<file path="src/rtl/rr_requester_if.sv">
// rr_requester_if
//   Groups the producer side, arbiter lane and status signals of one
//   round-robin requester agent.
//   master : the requester agent (drives req, in_ready, issue/status outputs)
//   slave  : the environment (producer, arbiter lane, consumer/monitor)
//
//   in_valid/in_data/in_ready : producer push handshake
//   req/gnt                   : arbiter lane request/grant
//   out_valid/out_data        : issued word, one-cycle pulse
//   wait_cnt/starve/gnt_err   : grant-latency and protocol monitors
interface rr_requester_if #(
    parameter int DATA_W = 8,
    parameter int WAIT_W = 8
);
    logic              in_valid;
    logic [DATA_W-1:0] in_data;
    logic              in_ready;
    logic              req;
    logic              gnt;
    logic              out_valid;
    logic [DATA_W-1:0] out_data;
    logic [WAIT_W-1:0] wait_cnt;
    logic              starve;
    logic              gnt_err;

    modport master (
        input  in_valid, in_data, gnt,
        output in_ready, req, out_valid, out_data, wait_cnt, starve, gnt_err
    );

    modport slave (
        output in_valid, in_data, gnt,
        input  in_ready, req, out_valid, out_data, wait_cnt, starve, gnt_err
    );
endinterface

</file>
<file path="src/rtl/rr_requester.sv">
// rr_requester
//   Requester-side agent for one lane of a 4-way round-robin arbiter.
//   Buffers producer words in a DEPTH-entry FIFO, requests the lane while
//   data is queued, issues one word per granted cycle, and monitors grant
//   latency (starve) and grants arriving without a request (gnt_err).
//
//   clk  : rising-edge clock
//   rst  : synchronous active-high reset
//   bus  : rr_requester_if.master (producer push, req/gnt lane, issue, status)
//
//   state | meaning
//   ------+----------------------------------------------
//   IDLE  | FIFO empty, req low
//   REQ   | at least one word queued, req high
module rr_requester #(
    parameter int DATA_W   = 8,
    parameter int DEPTH    = 4,
    parameter int WAIT_W   = 8,
    parameter int MAX_WAIT = 3
) (
    input  logic           clk,
    input  logic           rst,
    rr_requester_if.master bus
);
    localparam int PTR_W = $clog2(DEPTH);
    localparam int CNT_W = PTR_W + 1;

    typedef enum logic {
        S_IDLE = 1'b0,
        S_REQ  = 1'b1
    } state_t;

    state_t            state_q,     state_d;
    logic [PTR_W-1:0]  wr_ptr_q,    wr_ptr_d;
    logic [PTR_W-1:0]  rd_ptr_q,    rd_ptr_d;
    logic [CNT_W-1:0]  count_q,     count_d;
    logic              out_valid_q, out_valid_d;
    logic [DATA_W-1:0] out_data_q,  out_data_d;
    logic [WAIT_W-1:0] wait_cnt_q,  wait_cnt_d;
    logic              starve_q,    starve_d;
    logic              gnt_err_q,   gnt_err_d;
    logic [DATA_W-1:0] mem_q [DEPTH];

    logic full;
    logic empty;
    logic req;
    logic push;
    logic pop;

    assign full  = (count_q == CNT_W'(DEPTH));
    assign empty = (count_q == '0);
    // req comes from state only, so the arbiter's combinational gnt can
    // never loop back into it.
    assign req   = (state_q == S_REQ);
    assign push  = bus.in_valid && !full;
    // empty guard is redundant while in REQ but protects the pointers.
    assign pop   = req && bus.gnt && !empty;

    always_comb begin
        state_d     = state_q;
        wr_ptr_d    = wr_ptr_q;
        rd_ptr_d    = rd_ptr_q;
        count_d     = count_q;
        out_valid_d = 1'b0;
        out_data_d  = out_data_q;
        wait_cnt_d  = '0;
        starve_d    = starve_q;
        gnt_err_d   = gnt_err_q;

        if (push) begin
            wr_ptr_d = wr_ptr_q + PTR_W'(1);
        end
        if (pop) begin
            rd_ptr_d    = rd_ptr_q + PTR_W'(1);
            out_valid_d = 1'b1;
            out_data_d  = mem_q[rd_ptr_q];
        end

        case ({push, pop})
            2'b10:   count_d = count_q + CNT_W'(1);
            2'b01:   count_d = count_q - CNT_W'(1);
            default: count_d = count_q;
        endcase

        case (state_q)
            S_IDLE: begin
                if (push || !empty) begin
                    state_d = S_REQ;
                end
            end
            S_REQ: begin
                if (pop && (count_q == CNT_W'(1)) && !push) begin
                    state_d = S_IDLE;
                end
            end
            default: state_d = S_IDLE;
        endcase

        if (req && !bus.gnt) begin
            if (wait_cnt_q != '1) begin
                wait_cnt_d = wait_cnt_q + WAIT_W'(1);
            end else begin
                wait_cnt_d = wait_cnt_q;
            end
            // This edge takes the count past the largest legal wait.
            if (wait_cnt_q >= WAIT_W'(MAX_WAIT)) begin
                starve_d = 1'b1;
            end
        end

        if (bus.gnt && !req) begin
            gnt_err_d = 1'b1;
        end
    end

    always_ff @(posedge clk) begin
        if (rst) begin
            state_q     <= S_IDLE;
            wr_ptr_q    <= '0;
            rd_ptr_q    <= '0;
            count_q     <= '0;
            out_valid_q <= 1'b0;
            out_data_q  <= '0;
            wait_cnt_q  <= '0;
            starve_q    <= 1'b0;
            gnt_err_q   <= 1'b0;
        end else begin
            state_q     <= state_d;
            wr_ptr_q    <= wr_ptr_d;
            rd_ptr_q    <= rd_ptr_d;
            count_q     <= count_d;
            out_valid_q <= out_valid_d;
            out_data_q  <= out_data_d;
            wait_cnt_q  <= wait_cnt_d;
            starve_q    <= starve_d;
            gnt_err_q   <= gnt_err_d;
        end
    end

    // Storage needs no reset: entries are only read after being written.
    always_ff @(posedge clk) begin
        if (!rst && push) begin
            mem_q[wr_ptr_q] <= bus.in_data;
        end
    end

    assign bus.in_ready  = !full;
    assign bus.req       = req;
    assign bus.out_valid = out_valid_q;
    assign bus.out_data  = out_data_q;
    assign bus.wait_cnt  = wait_cnt_q;
    assign bus.starve    = starve_q;
    assign bus.gnt_err   = gnt_err_q;
endmodule

</file>
<file path="src/flat_wrapper.sv">
// flat-port wrapper written by rule: the top's interface ports become plain ports
module rr_requester_flat 
#(
    parameter int DATA_W   = 8,
    parameter int DEPTH    = 4,
    parameter int WAIT_W   = 8,
    parameter int MAX_WAIT = 3
)
  (clk, rst, bus_in_valid, bus_in_data, bus_gnt, bus_in_ready, bus_req, bus_out_valid, bus_out_data, bus_wait_cnt, bus_starve, bus_gnt_err);
  rr_requester_if #(.DATA_W(DATA_W), .WAIT_W(WAIT_W)) bus_i ();
  input  logic clk;
  input  logic rst;
  input wire logic [$bits(bus_i.in_valid)-1:0] bus_in_valid;
  input wire logic [$bits(bus_i.in_data)-1:0] bus_in_data;
  input wire logic [$bits(bus_i.gnt)-1:0] bus_gnt;
  output wire logic [$bits(bus_i.in_ready)-1:0] bus_in_ready;
  output wire logic [$bits(bus_i.req)-1:0] bus_req;
  output wire logic [$bits(bus_i.out_valid)-1:0] bus_out_valid;
  output wire logic [$bits(bus_i.out_data)-1:0] bus_out_data;
  output wire logic [$bits(bus_i.wait_cnt)-1:0] bus_wait_cnt;
  output wire logic [$bits(bus_i.starve)-1:0] bus_starve;
  output wire logic [$bits(bus_i.gnt_err)-1:0] bus_gnt_err;
  assign bus_i.in_valid = bus_in_valid;
  assign bus_i.in_data = bus_in_data;
  assign bus_i.gnt = bus_gnt;
  assign bus_in_ready = bus_i.in_ready;
  assign bus_req = bus_i.req;
  assign bus_out_valid = bus_i.out_valid;
  assign bus_out_data = bus_i.out_data;
  assign bus_wait_cnt = bus_i.wait_cnt;
  assign bus_starve = bus_i.starve;
  assign bus_gnt_err = bus_i.gnt_err;
  rr_requester #(.DATA_W(DATA_W), .DEPTH(DEPTH), .WAIT_W(WAIT_W), .MAX_WAIT(MAX_WAIT)) u_core (.clk(clk), .rst(rst), .bus(bus_i));
endmodule
</file>
<file path="config.mk">
export PLATFORM = sky130hd
export DESIGN_NAME = rr_requester_flat
export DESIGN_NICKNAME = d
export VERILOG_FILES = /design/src/rtl/rr_requester_if.sv /design/src/rtl/rr_requester.sv /design/src/flat_wrapper.sv
export SDC_FILE = /design/constraint.sdc
export NUM_CORES = 1
export LEC_CHECK = 0
export CORE_UTILIZATION = 40
export CTS_BUF_LIST = sky130_fd_sc_hd__clkbuf_4 sky130_fd_sc_hd__clkbuf_8
export CTS_CLUSTER_SIZE = 30
export DETAILED_ROUTE_END_ITERATION = 12
export DONT_BUFFER_PORTS = 1
export HOLD_SLACK_MARGIN = 0.03
export SKIP_CTS_REPAIR_TIMING = 1
export SYNTH_ARGS = -nofsm -noshare
export SYNTH_HDL_FRONTEND = slang
export SYNTH_SLANG_ARGS = --single-unit
</file>
<file path="constraint.sdc">
create_clock -name clk -period 4.05 [get_ports clk]
set_input_delay 0.6075 -clock clk [delete_from_list [all_inputs] [get_ports clk]]
set_output_delay 0.6075 -clock clk [all_outputs]
set_load 0.01 [all_outputs]
</file>
==> results of run 1 <==
## synthesized netlist by cell type, types with 2 or more instances
cell type	count	area (um2)
and2_1	5	31.28
mux2i_1	4	40.04
xor2_1	2	17.52
o21ai_0	12	60.06
nor3_1	7	35.03
a21oi_1	20	100.1
nand2b_1	3	18.77
edfxtp_1	32	960.9
and4_1	2	17.52
a211oi_1	2	15.01
mux4_1	6	157.7
inv_1	7	26.28
a31oi_1	2	12.51
dfxtp_1	27	540.5
mux4_2	2	45.04
and3_1	3	18.77
nand2_1	8	30.03
ha_1	10	125.1
nand3_1	13	65.06
a21boi_0	2	15.01
clkbuf_1	2	7.510
buf_2	4	20.02
nor2_1	7	26.28
## kinds of logic (layout without fill, tap and decap cells)
kind of cell             after synthesis  after routing  share of synthesized area
AND/OR/NAND/NOR                       56             56                     0.1228
flip-flops                            59             59                     0.6012
adder cells (fa/ha/maj)               10             10                    0.05010
XOR/XNOR                               2              2                   0.007015
multiplexers                          12             12                    0.09719
AO/OA/AOI/OAI                         41             41                    0.09068
buffers and inverters                 17             24                    0.03106
## stage by stage
stage          power (W)  setup slack, ns
6_report        0.001294            1.833
5_1_grt         0.001357            1.623
4_1_cts         0.001311            1.815
3_5_place_dp   0.0008356            1.837
3_3_place_gp   0.0008329            1.917
2_1_floorplan  0.0008124            2.091
## layout make-up
class | instances | area (um2)
inverter | 8 | 30.03
multi-input combinational | 121 | 918.4
clock inverter | 7 | 53.80
tap | 75 | 93.84
sequential | 59 | 1501
clock buffer | 9 | 123.9
fill | 547 | 3234
## critical path, cell delays in order, from the launching register on
cell and delay (ns):
dfxtp_1 0.40, inv_1 0.08, ha_1 0.26, a21boi_0 0.37, inv_1 0.16, ha_1 0.39
or3_1 0.36, a21oi_1 0.13
## state kept, by name, indices dropped and copies added (netlist names), 2 cells and up
| register | count |
|---|---|
| u_core.wr_ptr_q | 2 |
| u_core.bus.wait_cnt | 8 |
| u_core.rd_ptr_q | 2 |
| u_core.count_q | 3 |
| u_core.mem_q | 32 |
| u_core.bus.out_data | 8 |
## routing by layer
metal	routed length [um]	GRT usage
met4	108	0.09464
met1	2044	0.1846
met3	295	0.06067
met5	0	0
met2	1976	0.2185
## final timing paths
path                     start  slack, ns           endpoint  cells past startpoint
max          u_core.count_q[0]       1.83  u_core.count_q[2]                      7
min                        rst       0.33     u_core.bus.req                      1
max reg2reg  u_core.count_q[0]       1.83  u_core.count_q[2]                      7
min reg2reg  u_core.bus.starve       0.49  u_core.bus.starve                      2
## power breakdown
group          total [W]  switching [W]  leakage, nW  internal, W
clock network   0.000474       0.000250       0.0835     0.000224
logic           0.000131      0.0000778        0.323    0.0000534
registers       0.000689      0.0000293        0.510     0.000659
==> qor.csv, run 1 <==
stage,metric,value,unit
synth,synthesis.area,2497,um2
global_route,grt_pass1_vias,1441,
clock_tree,numCtsBuffers,9,
sta,setup_tns,0,ns
sta,grt_setup_unrepaired,false,
synth,ys_seq_area_frac,0.6012,
floorplan,die_x,81.02,um
placed_design,globalplace.congestion,0.7194,
drt,remaining_drc_errors,0,
sta,hold_slack,0.3271,ns
global_route,grt-ovfl-total,0,
drt,drtPass1Iterations,5,
layout,layout-drive-gt1-share,0.1029,
drt,via_count,1506,
floorplan,rows,28,
clock_tree,clk_pin_slew,0.07,ns
synth,synth.distinct_cells,38,
placed_design,io_buffers,0,
drt,wl_per_cell,15.86,um
placed_design,dp.cells,263,
floorplan,core_area,5956,um2
setup_path,endpoint_kind,flop,
layout,finalNetCount,221,
global_route,grt_max_degree,23,
sta,slew_viol_final,0,
synth,async_reset_ff_frac,0,
synth,syn_area_per_cell,12.68,um2
drt,antenna_left,0,
synth,synth_ff_type,edfxtp_1,
floorplan,io_pins,33,
clock_tree,worstSkewPairLatency,0.34,ns
sta,finClkSkew,0.006198,ns
setup_path,cp-start-kind,flop,
layout,mostFrequentLayoutCell,edfxtp_1,
clock_tree,clk_path_buf_depth,2,
sta,min_period,2.217,ns
power,p_per_area,475.5,nW/um2
floorplan,initial_core_util,0.4193,
setup_path,worst_ep_arrival_time,2.49,ns
sta,hold_viol,0,
sta,setup_viol,0,
setup_path,crit_fanout,5,
layout,area_growth,8.968,%
power,leakagePower,0.9166,nW
clock_tree,root_buffer,clkbuf_8,
placed_design,hpwl,3048,um
drt,viasPerCell,5.398,
synth,synth_warnings,0,
floorplan,chipHeight,81.02,um
layout,finish.utilization,0.4569,
drt,drt_wl_total,4424,um
synth,ys_ff_latch,59,
synth,syn_inst,197,
global_route,antenna_found_initial,0,
power,irDropWorstVdd,0.0002825,V
hold_path,hp-class,in -> reg,
setup_path,crit_type,reg -> reg,
synth,synth_nets,219,
clock_tree,htree_levels,3,
layout,fin_area,2721,um2
placed_design,placed_area,2544,um2
global_route,gr-usage-all-layers,0.1502,
synth,synth_edf_count,32,
layout,fin_cells,279,
sta,fmaxAchievable,451.0,MHz
job,drv_cap,0,
clock_tree,cts_num_sinks,59,
drt,drtIter0Drc,109,
outcome,status,completed,
layout,antennaDiodeCount,0,
clock_tree,cts_tree,yes,
sta,relSlewSlack,0.6533,
setup_path,crit_required,4.33,ns
global_route,grt_pass1_wl,6989,um
layout,final_cell_mix,"edfxtp_1, dfxtp_1, a21oi_1, nand3_1, o21ai_0",
sta,finalCritPeriodShare,0.5475,
floorplan,die-area,6563,um2
sta,worst_pin_slew,0.5193,ns
Power figures use the tool's default switching activity.
==> run 2: changes to the inputs <==
clock period = 2 ns   (was 4.05 ns; I/O delays follow)
==> run 2 against run 1 <==
  * Cell area grew 6.5%
  * Sequential share of layout area shrank 3.4 points
  * Global-route usage grew 0.17 points
  * Largest cell class unchanged
  * Die area is the same
==> qor.csv, run 2 (synthesis gave the netlist of run 1 again) <==
stage,metric,value,unit,change
outcome,status,completed,,
sta,slew_viol_final,0,,unchanged
setup_path,path_cells,inv_1 -> ha_1 -> buf_4 -> and2b_1 -> nor2_1 -> ha_1 -> mux2i_1 -> or3_1 -> a21oi_1,,
power,p_per_area,1006,nW/um2,+110%
sta,grt_setup_unrepaired,false,,
setup_path,cp_num_buf_inv,2,,unchanged
floorplan,initial_core_util,0.4193,,unchanged
layout,area_growth,16.03,%,
clock_tree,clk_pin_slew,0.06,ns,about the same
drt,drtIter0Drc,74,,-32%
power,pwr-share-clk,0.407,,+0.041
layout,mostFrequentLayoutCell,edfxtp_1,,
drt,antenna_left,0,,unchanged
sta,worst_pin_slew,0.7166,ns,+0.1972 ns
clock_tree,clk_path_buf_depth,2,,unchanged
sta,fmaxAchievable,542.7,MHz,+20%
layout,largest_reg_flops,32,,unchanged
setup_path,slowest_stage,dfxtp_1,,
setup_path,crit_type,reg -> reg,,
setup_path,slowest_delay,0.33,ns,-0.07 ns
placed_design,globalplace.congestion,0.7643,,+6.2%
sta,setup_viol,0,,unchanged
floorplan,die_x,81.02,um,unchanged
global_route,gr-usage-all-layers,0.1520,,+0.001725
floorplan,io_pins,33,,unchanged
drt,drt_wl_total,4524,um,+2.3%
layout,finalNetCount,237,,+7.2%
floorplan,core_area,5956,um2,unchanged
clock_tree,root_buffer,clkbuf_8,,
floorplan,rows,28,,unchanged
setup_path,crit_top_cell,ha_1,,
setup_path,cp-start-kind,flop,,
clock_tree,worstSkewPairLatency,0.34,ns,about the same
drt,remaining_drc_errors,0,,unchanged
hold_path,hp-class,in -> reg,,
floorplan,chipHeight,81.02,um,unchanged
job,drv_cap,0,,unchanged
layout,fin_cells,295,,+5.7%
clock_tree,cts_tree,yes,,
power,power.internal,0.002208,W,+140%
floorplan,die-area,6563,um2,unchanged
drt,via_count,1564,,+3.9%
global_route,grt_max_degree,23,,unchanged
power,p_comb_frac,0.120,,+0.019
layout,antennaDiodeCount,0,,unchanged
setup_path,crit_fanout,4,,-1
layout,final_cell_mix,"edfxtp_1, dfxtp_1, a21oi_1, nand3_1, o21ai_0",,
power,irDropWorstVdd,0.0005881,V,+110%
sta,finalCritPeriodShare,0.9213,,+0.3738
clock_tree,numCtsBuffers,9,,unchanged
sta,setup_tns,0,ns,unchanged
clock_tree,htree_levels,3,,unchanged
sta,relSlewSlack,0.5207,,-0.1326
setup_path,endpoint_kind,flop,,
placed_design,io_buffers,0,,unchanged
sta,finClkSkew,0.008040,ns,+0.001842 ns
drt,wl_per_cell,15.34,um,-3.3%
global_route,grt_pass1_vias,1482,,+2.8%
layout,layout-drive-gt1-share,0.1500,,+0.04706
power,leakagePower,1.020,nW,+11%
placed_design,hpwl,2961,um,-2.9%
power,seqPwrFrac,0.474,,-0.058
setup_path,cp_top_family,simple AND/OR/NAND/NOR gates,,
sta,hold_viol,0,,unchanged
setup_path,worst_ep_arrival_time,2.10,ns,-0.39 ns
layout,largest_register,u_core.mem_q,,
global_route,antenna_found_initial,0,,unchanged
power,finalPower,0.002916,W,+130%
power,switching_share,0.2425,,-0.03348
drt,drtPass1Iterations,4,,-1
placed_design,dp.cells,274,,+4.2%
setup_path,crit_required,2.26,ns,-2.07 ns
global_route,grt_pass1_wl,7100,um,+1.6%
power,netSwitchingPower,0.0007070,W,+98%
sta,min_period,1.843,ns,-0.3748 ns
drt,viasPerCell,5.302,,-1.8%
clock_tree,cts_num_sinks,59,,unchanged
global_route,grt-ovfl-total,0,,unchanged
[run 2: final timing paths]
check,slack [ns],end,depth (start not counted),start
worst max-delay path,0.16,u_core.count_q[2],9,u_core.count_q[1]
worst min-delay path,0.04,u_core.bus.out_valid,1,rst
worst max register to register,0.16,u_core.count_q[2],9,u_core.count_q[1]
worst min register to register,0.50,u_core.bus.starve,2,u_core.bus.starve
[run 2: final cells by class]
cell class	instances	area [um2]
Timing Repair Buffer	16	132.6
Clock inverter	6	90.09
Multi-Input combinational cell	121	918.4
Inverter	8	30.03
Clock buffer	10	131.4
Tap cell	75	93.84
Sequential cell	59	1501
Fill cell	548	3058
[run 2: metal layers]
metal	vias up	GRT usage	wire [um]
met5	-	0	0
met4	0	0.08571	95
met3	9	0.07528	296
met2	36	0.2294	2113
met1	742	0.1746	2019
li1	777	-	-
[run 2: power by group through the flow]
stage / logic (W) / registers (W) / clock network (W)
after floorplan: 0.000247 / 0.00140 / 0
after global placement: 0.000335 / 0.00141 / 0
after detailed placement: 0.000335 / 0.00141 / 0
after CTS: 0.000338 / 0.00138 / 0.00122
after global routing: 0.000395 / 0.00139 / 0.00126
final: 0.000349 / 0.00138 / 0.00119
[run 2: worst register-to-register path: cells and delay by family (launching register included)]
kind / cells / cell delay, ns
flip-flops: 1 / 0.33
multiplexers: 1 / 0.10
buffers and inverters: 2 / 0.23
adder cells (fa/ha/maj): 2 / 0.41
AND/OR/NAND/NOR: 3 / 0.57
AO/OA/AOI/OAI: 1 / 0.14
[run 2: per-stage QoR]
| step | setup WS, ns | util | hold WS [ns] | cell area (um2) |
|---|---|---|---|---|
| 6_report | 0.1574 | 0.4866 | 0.04348 | 2898 |
| 4_1_cts | 0.1126 | 0.4782 | 0.01203 | 2848 |
| 2_1_floorplan | 0.04120 | - | 0.3989 | 2497 |
| 5_1_grt | 0.02347 | 0.4866 | 0.03000 | 2898 |
| 3_5_place_dp | 0.1558 | 0.4410 | 0.3742 | 2626 |
| 3_3_place_gp | 0.2076 | 0.4410 | 0.3728 | 2626 |
==> run 3: changes to the inputs <==
clock period = 1.9 ns   (was 2 ns; I/O delays follow)
==> run 3 against run 2 <==
  * Register-to-register slack barely moved
  * Final cell count is 1.4% higher
  * Largest power group unchanged
  * Clock power hardly changed
  * Worst hold slack better by 0.054 ns
  * Die area did not move
  * Clock skew shrank 0.0022 ns
  * Core utilization rose by 0.74 points
  * Sequential power increased by 4%
  * Setup slack got worse by 0.010 ns
  * Routed wire length decreased by 1.4%
==> qor.csv, run 3 (synthesis gave the netlist of run 1 again) <==
stage,metric,value,unit,change
outcome,status,completed,,
clock_tree,numCtsBuffers,9,,unchanged
setup_path,slowest_delay,0.34,ns,about the same
layout,finish.utilization,0.4939,,+0.007353
drt,antenna_left,0,,unchanged
power,leakagePower,1.031,nW,+1.1%
power,irDropWorstVdd,0.0006390,V,+8.7%
clock_tree,cts_num_sinks,59,,unchanged
power,pwr-share-clk,0.392,,-0.015
global_route,use_met1,0.1738,,-0.0008469
setup_path,endpoint_kind,flop,,
clock_tree,worstSkewPairLatency,0.34,ns,about the same
placed_design,hpwl,2936,um,-0.84%
layout,mostFrequentLayoutCell,edfxtp_1,,
layout,fin_cells,299,,+1.4%
setup_path,crit_fanout,5,,+1
global_route,grt_pass1_wl,6955,um,-2.0%
hold_path,min_from,bus_gnt,,
global_route,use_met3,0.06517,,-0.01011
layout,fin_area,2942,um2,+1.5%
global_route,top_usage_layer,met2,,
placed_design,globalplace.congestion,0.7393,,-3.3%
sta,finClkSkew,0.005792,ns,-0.002247 ns
layout,layout-drive-gt1-share,0.1652,,+0.01518
floorplan,initial_core_util,0.4193,,unchanged
sta,setup_viol,0,,unchanged
clock_tree,clk_path_buf_depth,2,,unchanged
floorplan,io_pins,33,,unchanged
hold_path,hp-class,in -> reg,,
setup_path,crit_required,2.16,ns,-0.10 ns
drt,remaining_drc_errors,0,,unchanged
power,seqPwrFrac,0.481,,+0.007
floorplan,core_area,5956,um2,unchanged
drt,viasPerCell,5.274,,-0.52%
global_route,gr-usage-all-layers,0.1481,,-0.003895
layout,largest_register,u_core.mem_q,,
power,p_comb_frac,0.127,,+0.007
power,netSwitchingPower,0.0008042,W,+14%
power,p_per_area,1021,nW/um2,+1.5%
clock_tree,htree_levels,3,,unchanged
setup_path,path_cells,inv_1 -> ha_2 -> and2b_1 -> nor2_1 -> ha_4 -> or3_1 -> a21oi_1,,
layout,final_cell_mix,"edfxtp_1, dfxtp_1, a21oi_1, nand3_1, o21ai_0",,
layout,antennaDiodeCount,0,,unchanged
setup_path,crit_type,reg -> reg,,
global_route,met2_usage,0.2193,,-0.01008
setup_path,cp-start-kind,flop,,
clock_tree,clk_pin_slew,0.07,ns,about the same
floorplan,die-area,6563,um2,unchanged
job,drv_cap,0,,unchanged
drt,drt_wl_total,4461,um,-1.4%
sta,finalCritPeriodShare,0.9226,,+0.001336
clock_tree,cts_tree,yes,,
drt,via_count,1577,,+0.83%
floorplan,chipHeight,81.02,um,unchanged
sta,hold_viol,0,,unchanged
power,switching_share,0.2678,,+0.02526
global_route,grt_pass1_vias,1477,,-0.34%
sta,setup_tns,0,ns,unchanged
placed_design,placed_area,2629,um2,about the same
sta,fmaxAchievable,570.4,MHz,+5.1%
sta,worst_pin_slew,0.7440,ns,+0.02747 ns
sta,grt_setup_unrepaired,false,,
sta,hold_slack,0.09791,ns,+0.05443 ns
placed_design,io_buffers,0,,unchanged
drt,drtIter0Drc,95,,+28%
layout,finalNetCount,241,,+1.7%
layout,largest_reg_flops,32,,unchanged
setup_path,r2r_start,u_core.count_q[1],,
layout,area_growth,17.79,%,
setup_path,worst_ep_arrival_time,2.01,ns,-0.09 ns
sta,min_period,1.753,ns,-0.08959 ns
global_route,antenna_found_initial,0,,unchanged
floorplan,die_x,81.02,um,unchanged
clock_tree,root_buffer,clkbuf_8,,
global_route,grt_max_degree,23,,unchanged
global_route,grt-ovfl-total,0,,unchanged
sta,slew_viol_final,0,,unchanged
sta,relSlewSlack,0.5023,,-0.01837
drt,drtPass1Iterations,4,,unchanged
setup_path,slowest_stage,or3_1,,
drt,wl_per_cell,14.92,um,-2.7%
placed_design,dp.cells,274,,unchanged
setup_path,cp-startpoint,u_core.count_q[1],,
floorplan,rows,28,,unchanged
power,power.internal,0.002199,W,-0.42%
run 3: changes by cell type in the layout (fill, tap and decap cells not counted), sizes merged:
| cell | change |
|---|---|
| inv | +4 |
| clkinvlp | -1 |
| bufinv | -1 |
| clkbuf | -1 |
| clkinv | -1 |
| dlygate4sd3 | +4 |
run 3: final timing paths:
path | slack [ns] | cells past startpoint | to
setup reg to reg | 0.15 | 7 | u_core.count_q[2]
hold / removal | 0.1 | 2 | u_core.bus.gnt_err
hold reg to reg | 0.49 | 2 | u_core.bus.starve
setup / recovery | 0.15 | 7 | u_core.count_q[2]
run 3: metrics by stage:
step	worst slack, ns	total power [W]
3_5_place_dp	0.06199	0.001821
4_1_cts	0.03273	0.003005
2_1_floorplan	0.04007	0.001738
3_3_place_gp	0.1080	0.001819
5_1_grt	0.008378	0.003158
6_report	0.1470	0.003003
run 3: power groups by stage:
| stage | logic [W] | clock network (W) | registers [W] |
|---|---|---|---|
| floorplan | 0.000266 | 0 | 0.00147 |
| global route | 0.000433 | 0.00127 | 0.00145 |
| detailed placement | 0.000347 | 0 | 0.00147 |
| global placement | 0.000345 | 0 | 0.00147 |
| finish | 0.000382 | 0.00118 | 0.00144 |
| CTS | 0.000349 | 0.00121 | 0.00145 |
run 3: routing by layer:
metal / wire length, um / vias to the layer above / part of all wire
li1: - / 783 / -
met1: 2024 / 759 / 0.45
met2: 2132 / 28 / 0.48
met3: 238 / 7 / 0.053
met4: 65 / 0 / 0.015
met5: 0 / - / 0
run 3: cell type report:
cell class	instances	area (um2)
Inverter	8	30.03
Sequential cell	59	1501
Tap cell	75	93.84
Fill cell	537	3014
Timing Repair Buffer	20	172.7
Multi-Input combinational cell	121	937.1
Clock buffer	9	123.9
Clock inverter	7	82.58
run 3: worst max-delay path: cells and delay by family (launching register included):
kind | cells | cell delay, ns
AND/OR/NAND/NOR | 3 | 0.68
AO/OA/AOI/OAI | 1 | 0.13
buffers and inverters | 1 | 0.08
adder cells (fa/ha/maj) | 2 | 0.46
flip-flops | 1 | 0.33
